### config.mk
export PLATFORM = sky130hd
export DESIGN_NAME = mult_sequencer
export DESIGN_NICKNAME = d
export VERILOG_FILES = /design/src/rtl/mult_pkg.sv /design/src/rtl/mult_step.sv /design/src/rtl/mult_sequencer.sv
export SDC_FILE = /design/constraint.sdc
export NUM_CORES = 1
export LEC_CHECK = 0
export ABC_AREA = 1
export CAP_MARGIN = 20
export CELL_PAD_IN_SITES_DETAIL_PLACEMENT = 0
export CELL_PAD_IN_SITES_GLOBAL_PLACEMENT = 2
export CORE_AREA = 2 2 220 222
export CTS_CLUSTER_DIAMETER = 60
export DETAILED_ROUTE_END_ITERATION = 12
export DIE_AREA = 0 0 222 224
export PLACE_DENSITY = 0.91
export SETUP_SLACK_MARGIN = 0.5
export SKIP_LAST_GASP = 1
export SLEW_MARGIN = 25
export SYNTH_ARGS = -nofsm -noshare
export SYNTH_HDL_FRONTEND = slang
export SYNTH_SLANG_ARGS = --single-unit
### constraint.sdc
create_clock -name clk -period 2.65 [get_ports clk]
set_input_delay 0.795 -clock clk [delete_from_list [all_inputs] [get_ports clk]]
set_output_delay 0.795 -clock clk [all_outputs]
set_load 0.01 [all_outputs]
### src/rtl/mult_pkg.sv
// Shared constants for the MULT/MULTU sequencer: FSM state codes, default
// operand width, and the op encoding carried on the is_signed input.
// Pure declarations; no logic, no latency, no flow control.
package mult_pkg;

  localparam int MULT_WIDTH = 32;
  localparam int MULT_CNT_W = 5;

  // FSM state codes, kept as plain constants so the state register stays a
  // simple logic vector for older tooling.
  typedef logic [1:0] state_t;
  localparam state_t IDLE  = 2'd0;
  localparam state_t CALC  = 2'd1;
  localparam state_t FIXUP = 2'd2;

  // Op encoding matches the is_signed bit directly.
  localparam logic OP_MULTU = 1'b0;
  localparam logic OP_MULT  = 1'b1;

endpackage

### src/rtl/mult_step.sv
// One shift-add iteration: conditionally add multiplicand to the upper half,
// then shift {carry, product} right by one. Purely combinational, zero latency,
// no handshake.
// Ports: prod_i current product, mcand_i multiplicand magnitude,
//        lsb_i current multiplier LSB, prod_o next shifted product.
module mult_step #(
  parameter int WIDTH = 32
) (
  input  logic [2*WIDTH-1:0] prod_i,
  input  logic [WIDTH-1:0]   mcand_i,
  input  logic               lsb_i,
  output logic [2*WIDTH-1:0] prod_o
);

  logic [WIDTH:0]   sum;
  logic [2*WIDTH:0] ext;

  // sum carries one extra bit so the add-out lands in the top of the shift.
  assign sum    = {1'b0, prod_i[2*WIDTH-1:WIDTH]} + {1'b0, (lsb_i ? mcand_i : {WIDTH{1'b0}})};
  assign ext    = {sum, prod_i[WIDTH-1:0]};
  assign prod_o = (2*WIDTH)'(ext >> 1);

endmodule

### src/rtl/mult_sequencer.sv
// MULT/MULTU controller and owner of the architectural HI/LO registers.
// Latency: start at edge T -> result in HI/LO and done pulse after edge T+WIDTH+1.
// Backpressure: busy stalls the execute stage; start/MTHI/MTLO ignored while busy.
// Ports: clk, rst_n (async active-low); start/is_signed/multiplicand/multiplier
//        launch a multiply from IDLE; cancel aborts an in-flight one;
//        hi_we/lo_we/wdata are MTHI/MTLO writes (IDLE only);
//        busy, done (1-cycle pulse), hi, lo are outputs.
module mult_sequencer
  import mult_pkg::*;
#(
  parameter int WIDTH = MULT_WIDTH,
  parameter int CNT_W = MULT_CNT_W
) (
  input  logic             clk,
  input  logic             rst_n,
  input  logic             start,
  input  logic             is_signed,
  input  logic [WIDTH-1:0] multiplicand,
  input  logic [WIDTH-1:0] multiplier,
  input  logic             cancel,
  input  logic             hi_we,
  input  logic             lo_we,
  input  logic [WIDTH-1:0] wdata,
  output logic             busy,
  output logic             done,
  output logic [WIDTH-1:0] hi,
  output logic [WIDTH-1:0] lo
);

  localparam logic [CNT_W-1:0] LAST = CNT_W'(WIDTH - 1);

  state_t             state_q, state_d;
  logic [CNT_W-1:0]   cnt_q, cnt_d;
  logic [2*WIDTH-1:0] prod_q, prod_d;
  logic [WIDTH-1:0]   mcand_q, mcand_d;
  logic [WIDTH-1:0]   mplier_q, mplier_d;
  logic               neg_q, neg_d;
  logic [WIDTH-1:0]   hi_q, hi_d;
  logic [WIDTH-1:0]   lo_q, lo_d;
  logic               done_q, done_d;

  logic [WIDTH-1:0]   a_mag;
  logic [WIDTH-1:0]   b_mag;
  logic [2*WIDTH-1:0] step_prod;

  // Magnitudes for signed ops. The most negative value negates to itself,
  // which read as unsigned is exactly its magnitude.
  assign a_mag = (is_signed == OP_MULTU || !multiplicand[WIDTH-1]) ? multiplicand : -multiplicand;
  assign b_mag = (is_signed == OP_MULTU || !multiplier[WIDTH-1])   ? multiplier   : -multiplier;

  mult_step #(.WIDTH(WIDTH)) u_step (
    .prod_i  (prod_q),
    .mcand_i (mcand_q),
    .lsb_i   (mplier_q[0]),
    .prod_o  (step_prod)
  );

  always_comb begin
    state_d  = state_q;
    cnt_d    = cnt_q;
    prod_d   = prod_q;
    mcand_d  = mcand_q;
    mplier_d = mplier_q;
    neg_d    = neg_q;
    hi_d     = hi_q;
    lo_d     = lo_q;
    done_d   = 1'b0;

    case (state_q)
      IDLE: begin
        // MTHI/MTLO land even when start is taken in the same cycle; the
        // multiply result later overwrites them.
        if (hi_we) hi_d = wdata;
        if (lo_we) lo_d = wdata;
        if (start) begin
          mcand_d  = a_mag;
          mplier_d = b_mag;
          neg_d    = (is_signed == OP_MULT) & (multiplicand[WIDTH-1] ^ multiplier[WIDTH-1]);
          prod_d   = '0;
          cnt_d    = '0;
          state_d  = CALC;
        end
      end
      CALC: begin
        if (cancel) begin
          state_d = IDLE;
        end else begin
          prod_d   = step_prod;
          mplier_d = mplier_q >> 1;
          cnt_d    = cnt_q + CNT_W'(1);
          if (cnt_q == LAST) state_d = FIXUP;
        end
      end
      FIXUP: begin
        if (cancel) begin
          state_d = IDLE;
        end else begin
          {hi_d, lo_d} = neg_q ? -prod_q : prod_q;
          done_d       = 1'b1;
          state_d      = IDLE;
        end
      end
      default: state_d = IDLE;
    endcase
  end

  always_ff @(posedge clk or negedge rst_n) begin
    if (!rst_n) begin
      state_q  <= IDLE;
      cnt_q    <= '0;
      prod_q   <= '0;
      mcand_q  <= '0;
      mplier_q <= '0;
      neg_q    <= 1'b0;
      hi_q     <= '0;
      lo_q     <= '0;
      done_q   <= 1'b0;
    end else begin
      state_q  <= state_d;
      cnt_q    <= cnt_d;
      prod_q   <= prod_d;
      mcand_q  <= mcand_d;
      mplier_q <= mplier_d;
      neg_q    <= neg_d;
      hi_q     <= hi_d;
      lo_q     <= lo_d;
      done_q   <= done_d;
    end
  end

  assign busy = (state_q != IDLE);
  assign done = done_q;
  assign hi   = hi_q;
  assign lo   = lo_q;

endmodule

==> results of run 1 <==
flip-flops by register name (all words and copies together) (netlist names):
register and count:
cnt_q 5, done 1, hi 32, lo 32, mcand_q 32, mplier_q 32, neg_q 1, prod_q 64
state_q 2
logic make-up after synthesis:
kind of cell,count (synthesis),share of synthesized area [%]
AOI/OAI and AO/OA,404,15.3
DFF,201,34.5
xor gates and xnor gates,30,1.80
and+or+nand+nor,1217,35.6
adders and majority gates,38,3.31
buffers and inverters,333,9.43
final timing paths:
kind / startpoint / endpoint / slack, ps / cells after the start
max: mplier_q[0]$_DFFE_PN0P_ / prod_q[44]$_DFFE_PN0P_ / 260 / 14
min: rst_n / lo[5]$_DFFE_PN0P_ / 200 / 1
max reg2reg: mplier_q[0]$_DFFE_PN0P_ / prod_q[44]$_DFFE_PN0P_ / 260 / 14
min reg2reg: mcand_q[30]$_DFFE_PN0P_ / mcand_q[30]$_DFFE_PN0P_ / 490 / 2
max in group asynchronous: rst_n / prod_q[54]$_DFFE_PN0P_ / 1760 / 2
min in group clk: mcand_q[30]$_DFFE_PN0P_ / mcand_q[30]$_DFFE_PN0P_ / 490 / 2
cells in the final DEF (no fill, tap or decap), types with 24 or more instances in the layout:
cell and n:
sky130_fd_sc_hd__a21oi_2 26, sky130_fd_sc_hd__buf_4 80, sky130_fd_sc_hd__nor2_2 31, sky130_fd_sc_hd__o21ai_0 83, sky130_fd_sc_hd__ha_4 28, sky130_fd_sc_hd__nand3_1 201
sky130_fd_sc_hd__inv_1 211, sky130_fd_sc_hd__nand4_1 24, sky130_fd_sc_hd__o21ai_1 48, sky130_fd_sc_hd__nor2_1 283, sky130_fd_sc_hd__dfrtp_1 198, sky130_fd_sc_hd__nand2_4 30
sky130_fd_sc_hd__nand2_2 57, sky130_fd_sc_hd__nand2_1 508, sky130_fd_sc_hd__clkdlybuf4s50_1 98, sky130_fd_sc_hd__clkbuf_16 30, sky130_fd_sc_hd__dlygate4sd2_1 65, sky130_fd_sc_hd__a21oi_1 146
sky130_fd_sc_hd__inv_2 37
layer usage:
metal,track usage (%),part of all wire [%]
met1,30.2,47
met2,34.5,45
met3,2.56,5.8
met4,6.04,2.8
met5,0,0
where the power goes:
part	switching, mW	leakage [nW]	internal [mW]
Clock	1.63	0.492	2.40
Sequential	0.747	2.48	3.72
Combinational	3.95	6.50	2.69
final cells by class:
cell class | count | share of cell area (%)
multi-input cells | 1689 | 47.3
flip-flops and latches | 201 | 25.3
repair buffers | 274 | 13.5
inverters | 257 | 4.96
well taps | 615 | 3.87
clock buffers | 33 | 3.83
clock inverters | 21 | 1.16
metrics by stage:
| step | hold WS [ps] | std cells |
|---|---|---|
| final | 198 | 3090 |
| after floorplan | 449 | 2223 |
| after CTS | 212 | 3076 |
| after global placement | 463 | 2985 |
| after detailed placement | 470 | 2985 |
| after global routing | 228 | 3090 |
synthesized netlist by cell type, drive strengths merged:
cell	n	area [um^2]
a22o	1	8.76
o21a	1	7.51
o22ai	16	100
o221ai	12	105
a21boi	2	15.0
nand4	25	163
and3	3	18.8
nor2	337	1390
clkbuf	25	134
nor3	21	105
a21o	3	22.5
o21bai	11	82.6
a21oi	184	921
nor4	1	6.26
nand3b	14	105
and2	3	18.8
a31oi	4	25.0
or2	6	37.5
dfrtp	201	5030
o21ai	155	836
nand3	212	1080
o31ai	10	75.1
xor2	22	193
nand2	595	2270
fa	1	20.0
o32ai	1	8.76
xnor2	8	70.1
buf	51	277
clkinv	2	7.51
ha	37	463
o211ai	4	30.0
inv	255	957
repair_timing:
item / 4_1_cts / 5_1_grt
pin swaps: 64 / 73
setup buffers: 34 / 14
setup endpoints to repair: 92 / 61
cloned: 3 / 0
resized for setup: 295 / 135
==> run_summary.xml, run 1 <==
<?xml version="1.0" encoding="UTF-8"?>
<metrics>
  <group name="worst_setup_path">
    <metric name="worst_setup_path_class" unit="">flip-flop to flip-flop</metric>
    <metric name="cp_cell_sequence" unit="">buf_12, buf_16, nand2_4, inv_2, ha_4, nand2_4, inv_4, nand2_2, nand2_2, a21oi_2, nand2_4, or2_2, nand3_1, o21ai_1</metric>
    <metric name="category_of_the_worst_setup_path_launch_point" unit="">flip-flop</metric>
    <metric name="worst-endpoint-required" unit="ps">3100</metric>
    <metric name="crit_buf_inv" unit="">4</metric>
    <metric name="path_common_cell" unit="">sky130_fd_sc_hd__nand2_4</metric>
    <metric name="worst_path_cell_with_the_longest_stage_delay" unit="">sky130_fd_sc_hd__dfrtp_2</metric>
    <metric name="worst_path_largest_cell_delay" unit="ps">500</metric>
    <metric name="timing.critical_path.arrival" unit="ps">2840</metric>
    <metric name="cp_top_family" unit="">simple AND/OR/NAND/NOR gates</metric>
    <metric name="critical_path.endpoint_type" unit="">flip-flop</metric>
    <metric name="top_fanout_value_on_the_critical_path" unit="">7</metric>
  </group>
  <group name="synth">
    <metric name="synthesis.nets" unit="">2364</metric>
    <metric name="synth_cell_types" unit="">47</metric>
    <metric name="post_synthesis_sequential_element_count" unit="">201</metric>
    <metric name="syn-mean-instance-area" unit="um^2">6.56</metric>
    <metric name="syn_std_cell_area" unit="um^2">14600</metric>
    <metric name="synth_sequential_area_ratio" unit="%">34.5</metric>
    <metric name="yosys_warnings" unit="">0</metric>
    <metric name="post_synth_inst_count" unit="">2223</metric>
  </group>
  <group name="clock_tree">
    <metric name="ctsLongestPathBuffers" unit="">3</metric>
    <metric name="tritoncts" unit="">done</metric>
    <metric name="cts_buffers" unit="">30</metric>
    <metric name="clkTransAtPathRegs" unit="ps">60</metric>
    <metric name="worst_skew_pair.late_latency" unit="ps">580</metric>
    <metric name="clockRootBuffer" unit="">sky130_fd_sc_hd__clkbuf_16</metric>
    <metric name="cts_hold_repair.buffers" unit="">0</metric>
    <metric name="clock-sinks" unit="">201</metric>
    <metric name="ctsHtreeMaxLevel" unit="">1</metric>
  </group>
  <group name="power_and_ir_drop">
    <metric name="power_leakage" unit="nW">9.47</metric>
    <metric name="vdd_ir_drop_max" unit="mV">0.461</metric>
    <metric name="total_power" unit="mW">15.1</metric>
    <metric name="powerDensity" unit="nW/um^2">761</metric>
  </group>
  <group name="routing">
    <metric name="drt-pass1-iter-count" unit="">5</metric>
    <metric name="average_wire_per_cell_in_the_routed_design" unit="um">17.6</metric>
    <metric name="via_per_inst" unit="">5.08</metric>
    <metric name="vias" unit="">15700</metric>
    <metric name="remaining_antenna_violation_count" unit="">0</metric>
    <metric name="first_iter_violations" unit="">1391</metric>
    <metric name="drc" unit="">0</metric>
    <metric name="drt-total-wl" unit="um">54500</metric>
  </group>
  <group name="worst_hold_path">
    <metric name="timing.hold.worst.class" unit="">input pin to async pin</metric>
  </group>
  <group name="timing">
    <metric name="final.setup.tns" unit="ps">0</metric>
    <metric name="clock-skew-final" unit="ps">21.4</metric>
    <metric name="grt_setup_unrepaired" unit="">true</metric>
    <metric name="final_min_period_over_clock_period" unit="%">90.0</metric>
    <metric name="report.final.slew_viol_count" unit="">0</metric>
    <metric name="layout_min_cycle_time" unit="ps">2390</metric>
    <metric name="worst_slew_pin_slew" unit="ps">760</metric>
    <metric name="worst_slew_margin_rel" unit="%">49.3</metric>
    <metric name="final_critical_path_setup_slack" unit="ps">265</metric>
    <metric name="report.final.hold_viol_count" unit="">0</metric>
    <metric name="fmaxAchievable" unit="MHz">419</metric>
    <metric name="setup-violations-final" unit="">0</metric>
  </group>
  <group name="floorplanning">
    <metric name="top_level_ports" unit="">169</metric>
    <metric name="die_height" unit="um">224</metric>
    <metric name="initial_core_util" unit="%">30.8</metric>
    <metric name="die_width" unit="um">222</metric>
    <metric name="area_of_the_core_region" unit="um^2">47300</metric>
    <metric name="die-area" unit="um^2">49700</metric>
    <metric name="fp-row-count" unit="">80</metric>
  </group>
  <group name="flow_run">
    <metric name="cap_viol_max_count" unit="">0</metric>
  </group>
  <group name="place">
    <metric name="placement.io_buffers" unit="">168</metric>
    <metric name="dpl_wire_length" unit="um">40900</metric>
    <metric name="preCtsSetupSlack" unit="ps">-50.5</metric>
    <metric name="place.gp.congestion" unit="">0.909</metric>
    <metric name="detailed_place.area" unit="um^2">17200</metric>
  </group>
  <group name="global_route">
    <metric name="number_of_antenna_violations_at_the_first_check_in_global_routing" unit="">0</metric>
    <metric name="first_pass_grt_wire_length" unit="um">84900</metric>
    <metric name="grt_max_degree" unit="">62</metric>
    <metric name="grt_use_total" unit="%">21.4</metric>
    <metric name="first_global_vias" unit="">15300</metric>
    <metric name="grt_overflow" unit="">0</metric>
  </group>
  <group name="finish">
    <metric name="fillerInstances" unit="">4897</metric>
    <metric name="drive_above_1_share" unit="%">19.0</metric>
    <metric name="multiInputGateArea" unit="um^2">9410</metric>
    <metric name="design_area_final" unit="um^2">19900</metric>
    <metric name="count_of_inserted_antenna_diode_cells" unit="">0</metric>
    <metric name="utilization" unit="%">42.0</metric>
    <metric name="seqCellArea" unit="um^2">5030</metric>
    <metric name="finish.net_count" unit="">2594</metric>
    <metric name="area_growth" unit="%">36.4</metric>
  </group>
  <group name="status">
    <metric name="outcome" unit="">completed</metric>
  </group>
</metrics>
Power figures use the tool's default switching activity.
==> run 2, diff against run 1 <==
CORE_AREA = 4 4 222 224   (was 2 2 220 222)
DIE_AREA = 0 0 226 228   (was 0 0 222 224)
==> run 2 against run 1 <==
Non-clock buffer count shrank 2. Sequential power hardly changed. Global-route usage fell by 1.2 points. Critical path depth did not move. First-iteration DRC count grew 2.4%. Register-to-register slack improved by 130 ps. Sequential share of layout area up 0.26 points. Worst setup slack gained 130 ps. Worst hold slack improved by 36 ps. Critical path type unchanged. Largest cell class unchanged.
==> run_summary.xml, run 2 (same netlist as run 1, synthesis figures left out) <==
<?xml version="1.0" encoding="UTF-8"?>
<metrics>
  <group name="status">
    <metric name="outcome" unit="">completed</metric>
  </group>
  <group name="power_and_ir_drop">
    <metric name="powerDensity" unit="nW/um^2">766</metric>
    <metric name="p_switching" unit="mW">6.21</metric>
    <metric name="seq_power_share" unit="%">29.5</metric>
    <metric name="internal-power" unit="mW">8.85</metric>
    <metric name="total_power" unit="mW">15.1</metric>
    <metric name="clock_power_share" unit="%">26.6</metric>
    <metric name="vdd_ir_drop_max" unit="mV">0.440</metric>
    <metric name="sw_frac_of_total" unit="%">41.2</metric>
    <metric name="pwr-share-comb" unit="%">43.9</metric>
    <metric name="power_leakage" unit="nW">9.29</metric>
  </group>
  <group name="timing">
    <metric name="grt_setup_unrepaired" unit="">true</metric>
    <metric name="report.final.hold_viol_count" unit="">0</metric>
    <metric name="final_critical_path_setup_slack" unit="ps">391</metric>
    <metric name="fmaxAchievable" unit="MHz">443</metric>
    <metric name="final_min_period_over_clock_period" unit="%">85.3</metric>
    <metric name="layout_min_cycle_time" unit="ps">2260</metric>
    <metric name="setup-violations-final" unit="">0</metric>
    <metric name="worst_slew_pin_slew" unit="ps">770</metric>
    <metric name="report.final.slew_viol_count" unit="">0</metric>
    <metric name="clock-skew-final" unit="ps">9.26</metric>
    <metric name="worst_slew_margin_rel" unit="%">48.6</metric>
  </group>
  <group name="clock_tree">
    <metric name="cts_buffers" unit="">28</metric>
    <metric name="tritoncts" unit="">done</metric>
    <metric name="worst_skew_pair.late_latency" unit="ps">560</metric>
    <metric name="ctsLongestPathBuffers" unit="">3</metric>
    <metric name="clockRootBuffer" unit="">sky130_fd_sc_hd__clkbuf_16</metric>
    <metric name="ctsHtreeMaxLevel" unit="">1</metric>
    <metric name="clkTransAtPathRegs" unit="ps">60</metric>
    <metric name="clock-sinks" unit="">201</metric>
  </group>
  <group name="place">
    <metric name="placement.io_buffers" unit="">168</metric>
    <metric name="place.gp.congestion" unit="">0.918</metric>
    <metric name="preCtsSetupSlack" unit="ps">-24.4</metric>
    <metric name="dpl_wire_length" unit="um">41200</metric>
  </group>
  <group name="global_route">
    <metric name="first_pass_grt_wire_length" unit="um">83900</metric>
    <metric name="groute.layer.met3.usage" unit="%">2.48</metric>
    <metric name="first_global_vias" unit="">15000</metric>
    <metric name="met1_usage" unit="%">29.4</metric>
    <metric name="met2_usage" unit="%">31.5</metric>
    <metric name="grt_overflow" unit="">0</metric>
    <metric name="grt_max_degree" unit="">64</metric>
    <metric name="grt_use_total" unit="%">20.2</metric>
    <metric name="grt_most_used_layer" unit="">met2</metric>
    <metric name="number_of_antenna_violations_at_the_first_check_in_global_routing" unit="">0</metric>
  </group>
  <group name="routing">
    <metric name="drt-total-wl" unit="um">54500</metric>
    <metric name="first_iter_violations" unit="">1425</metric>
    <metric name="vias" unit="">15500</metric>
    <metric name="remaining_antenna_violation_count" unit="">0</metric>
    <metric name="average_wire_per_cell_in_the_routed_design" unit="um">17.7</metric>
    <metric name="via_per_inst" unit="">5.02</metric>
    <metric name="drt-pass1-iter-count" unit="">5</metric>
    <metric name="drc" unit="">0</metric>
  </group>
  <group name="worst_hold_path">
    <metric name="timing.hold.worst.class" unit="">input pin to async pin</metric>
  </group>
  <group name="finish">
    <metric name="count_of_inserted_antenna_diode_cells" unit="">0</metric>
    <metric name="largest_reg_flops" unit="">64</metric>
    <metric name="fillerInstances" unit="">5014</metric>
    <metric name="drive_above_1_share" unit="%">18.0</metric>
    <metric name="area_growth" unit="%">35.0</metric>
    <metric name="layout_commonest_cell" unit="">sky130_fd_sc_hd__nand2_1</metric>
    <metric name="final_cell_mix" unit="">510 x sky130_fd_sc_hd__nand2_1, 286 x sky130_fd_sc_hd__nor2_1, 211 x sky130_fd_sc_hd__inv_1</metric>
    <metric name="top_register" unit="">prod_q</metric>
    <metric name="finish.net_count" unit="">2591</metric>
  </group>
  <group name="floorplanning">
    <metric name="fp-row-count" unit="">80</metric>
    <metric name="die_width" unit="um">226</metric>
    <metric name="top_level_ports" unit="">169</metric>
    <metric name="area_of_the_core_region" unit="um^2">47300</metric>
    <metric name="die-area" unit="um^2">51500</metric>
    <metric name="die_height" unit="um">228</metric>
    <metric name="initial_core_util" unit="%">30.8</metric>
  </group>
  <group name="worst_setup_path">
    <metric name="timing.critical_path.arrival" unit="ps">2740</metric>
    <metric name="critical_path.endpoint_type" unit="">flip-flop</metric>
    <metric name="launch_point_of_the_worst_reg_to_reg_path" unit="">mplier_q[0]$_DFFE_PN0P_</metric>
    <metric name="worst_setup_path_class" unit="">flip-flop to flip-flop</metric>
    <metric name="regToRegEndpoint" unit="">prod_q[48]$_DFFE_PN0P_</metric>
    <metric name="rrSetupSlack" unit="ps">390</metric>
    <metric name="worst-endpoint-required" unit="ps">3130</metric>
    <metric name="category_of_the_worst_setup_path_launch_point" unit="">flip-flop</metric>
    <metric name="reg2reg_depth" unit="">14</metric>
    <metric name="top_fanout_value_on_the_critical_path" unit="">7</metric>
  </group>
  <group name="flow_run">
    <metric name="cap_viol_max_count" unit="">0</metric>
  </group>
</metrics>
## run 2: layout make-up
type                            count  area (um^2)  share of cell area, %
Multi-Input combinational cell   1690         9290                   47.2
Clock buffer                       34          764                   3.88
Clock inverter                     17          224                   1.14
Sequential cell                   201         5030                   25.6
Tap cell                          615          769                   3.91
Timing Repair Buffer              272         2620                   13.3
Inverter                          257          970                   4.93
## run 2: routing by layer
metal,routed length (um),vias to the layer above
met2,24300,462
met4,1530,0
li1,-,7701
met5,0,-
met1,25300,7240
met3,3340,84
## run 2: what timing repair did
action,in CTS,in global routing
cloned,2,2
pin swaps,49,56
resized for setup,274,109
endpoints found under the hold margin,0,0
hold buffers,0,0
buffers inserted,27,14
setup endpoints to repair,92,54
## run 2: how the worst max path moves through the flow
| stage | from | to | slack (ps) | depth (start not counted) |
|---|---|---|---|---|
| after floorplan | mplier_q[0]$_DFFE_PN0P_ | prod_q[55]$_DFFE_PN0P_ | 500 | 17 |
| after detailed placement | multiplicand[1] | mcand_q[30]$_DFFE_PN0P_ | -20 | 13 |
| after CTS | state_q[0]$_DFFE_PN0P_ | busy | 320 | 3 |
| after global routing | mplier_q[0]$_DFFE_PN0P_ | prod_q[59]$_DFFE_PN0P_ | 270 | 14 |
| after global placement | multiplicand[13] | mcand_q[30]$_DFFE_PN0P_ | 3 | 12 |
| final | mplier_q[0]$_DFFE_PN0P_ | prod_q[48]$_DFFE_PN0P_ | 390 | 14 |
## run 2: critical path, cell delays in order, from the launching register on
cell,delay (ps)
sky130_fd_sc_hd__dfrtp_2,460
sky130_fd_sc_hd__buf_6,150
sky130_fd_sc_hd__clkbuf_16,160
sky130_fd_sc_hd__nand2_4,50
sky130_fd_sc_hd__inv_2,40
sky130_fd_sc_hd__ha_4,240
sky130_fd_sc_hd__a21o_1,180
sky130_fd_sc_hd__nand2_1,80
sky130_fd_sc_hd__nand2_2,70
sky130_fd_sc_hd__nand3b_1,300
sky130_fd_sc_hd__nand2_1,160
sky130_fd_sc_hd__nand2_2,70
sky130_fd_sc_hd__nand2_1,60
sky130_fd_sc_hd__nand2_1,40
sky130_fd_sc_hd__o21ai_1,120
## run 2: stage by stage
stage / area, um^2 / std cells / utilization, % / hold WS (ps) / TNS [ps]
finish: 19700 / 3086 / 41.6 / 234 / 0
global route: 19700 / 3086 / 41.6 / 255 / 0
CTS: 19200 / 3070 / 40.5 / 228 / 0
detailed placement: 17200 / 2990 / 36.4 / 470 / -39.4
global placement: 17200 / 2990 / 36.4 / 464 / 0
floorplan: 14600 / 2223 / - / 449 / 0
## run 2: power by group through the flow
stage / clock network (mW) / logic (mW) / registers [mW]
after CTS: 4.11 / 6.21 / 4.43
after global routing: 4.21 / 7.35 / 4.53
after detailed placement: 0 / 5.44 / 4.42
final: 4.01 / 6.62 / 4.44
after floorplan: 0 / 3.50 / 4.24
after global placement: 0 / 5.41 / 4.39
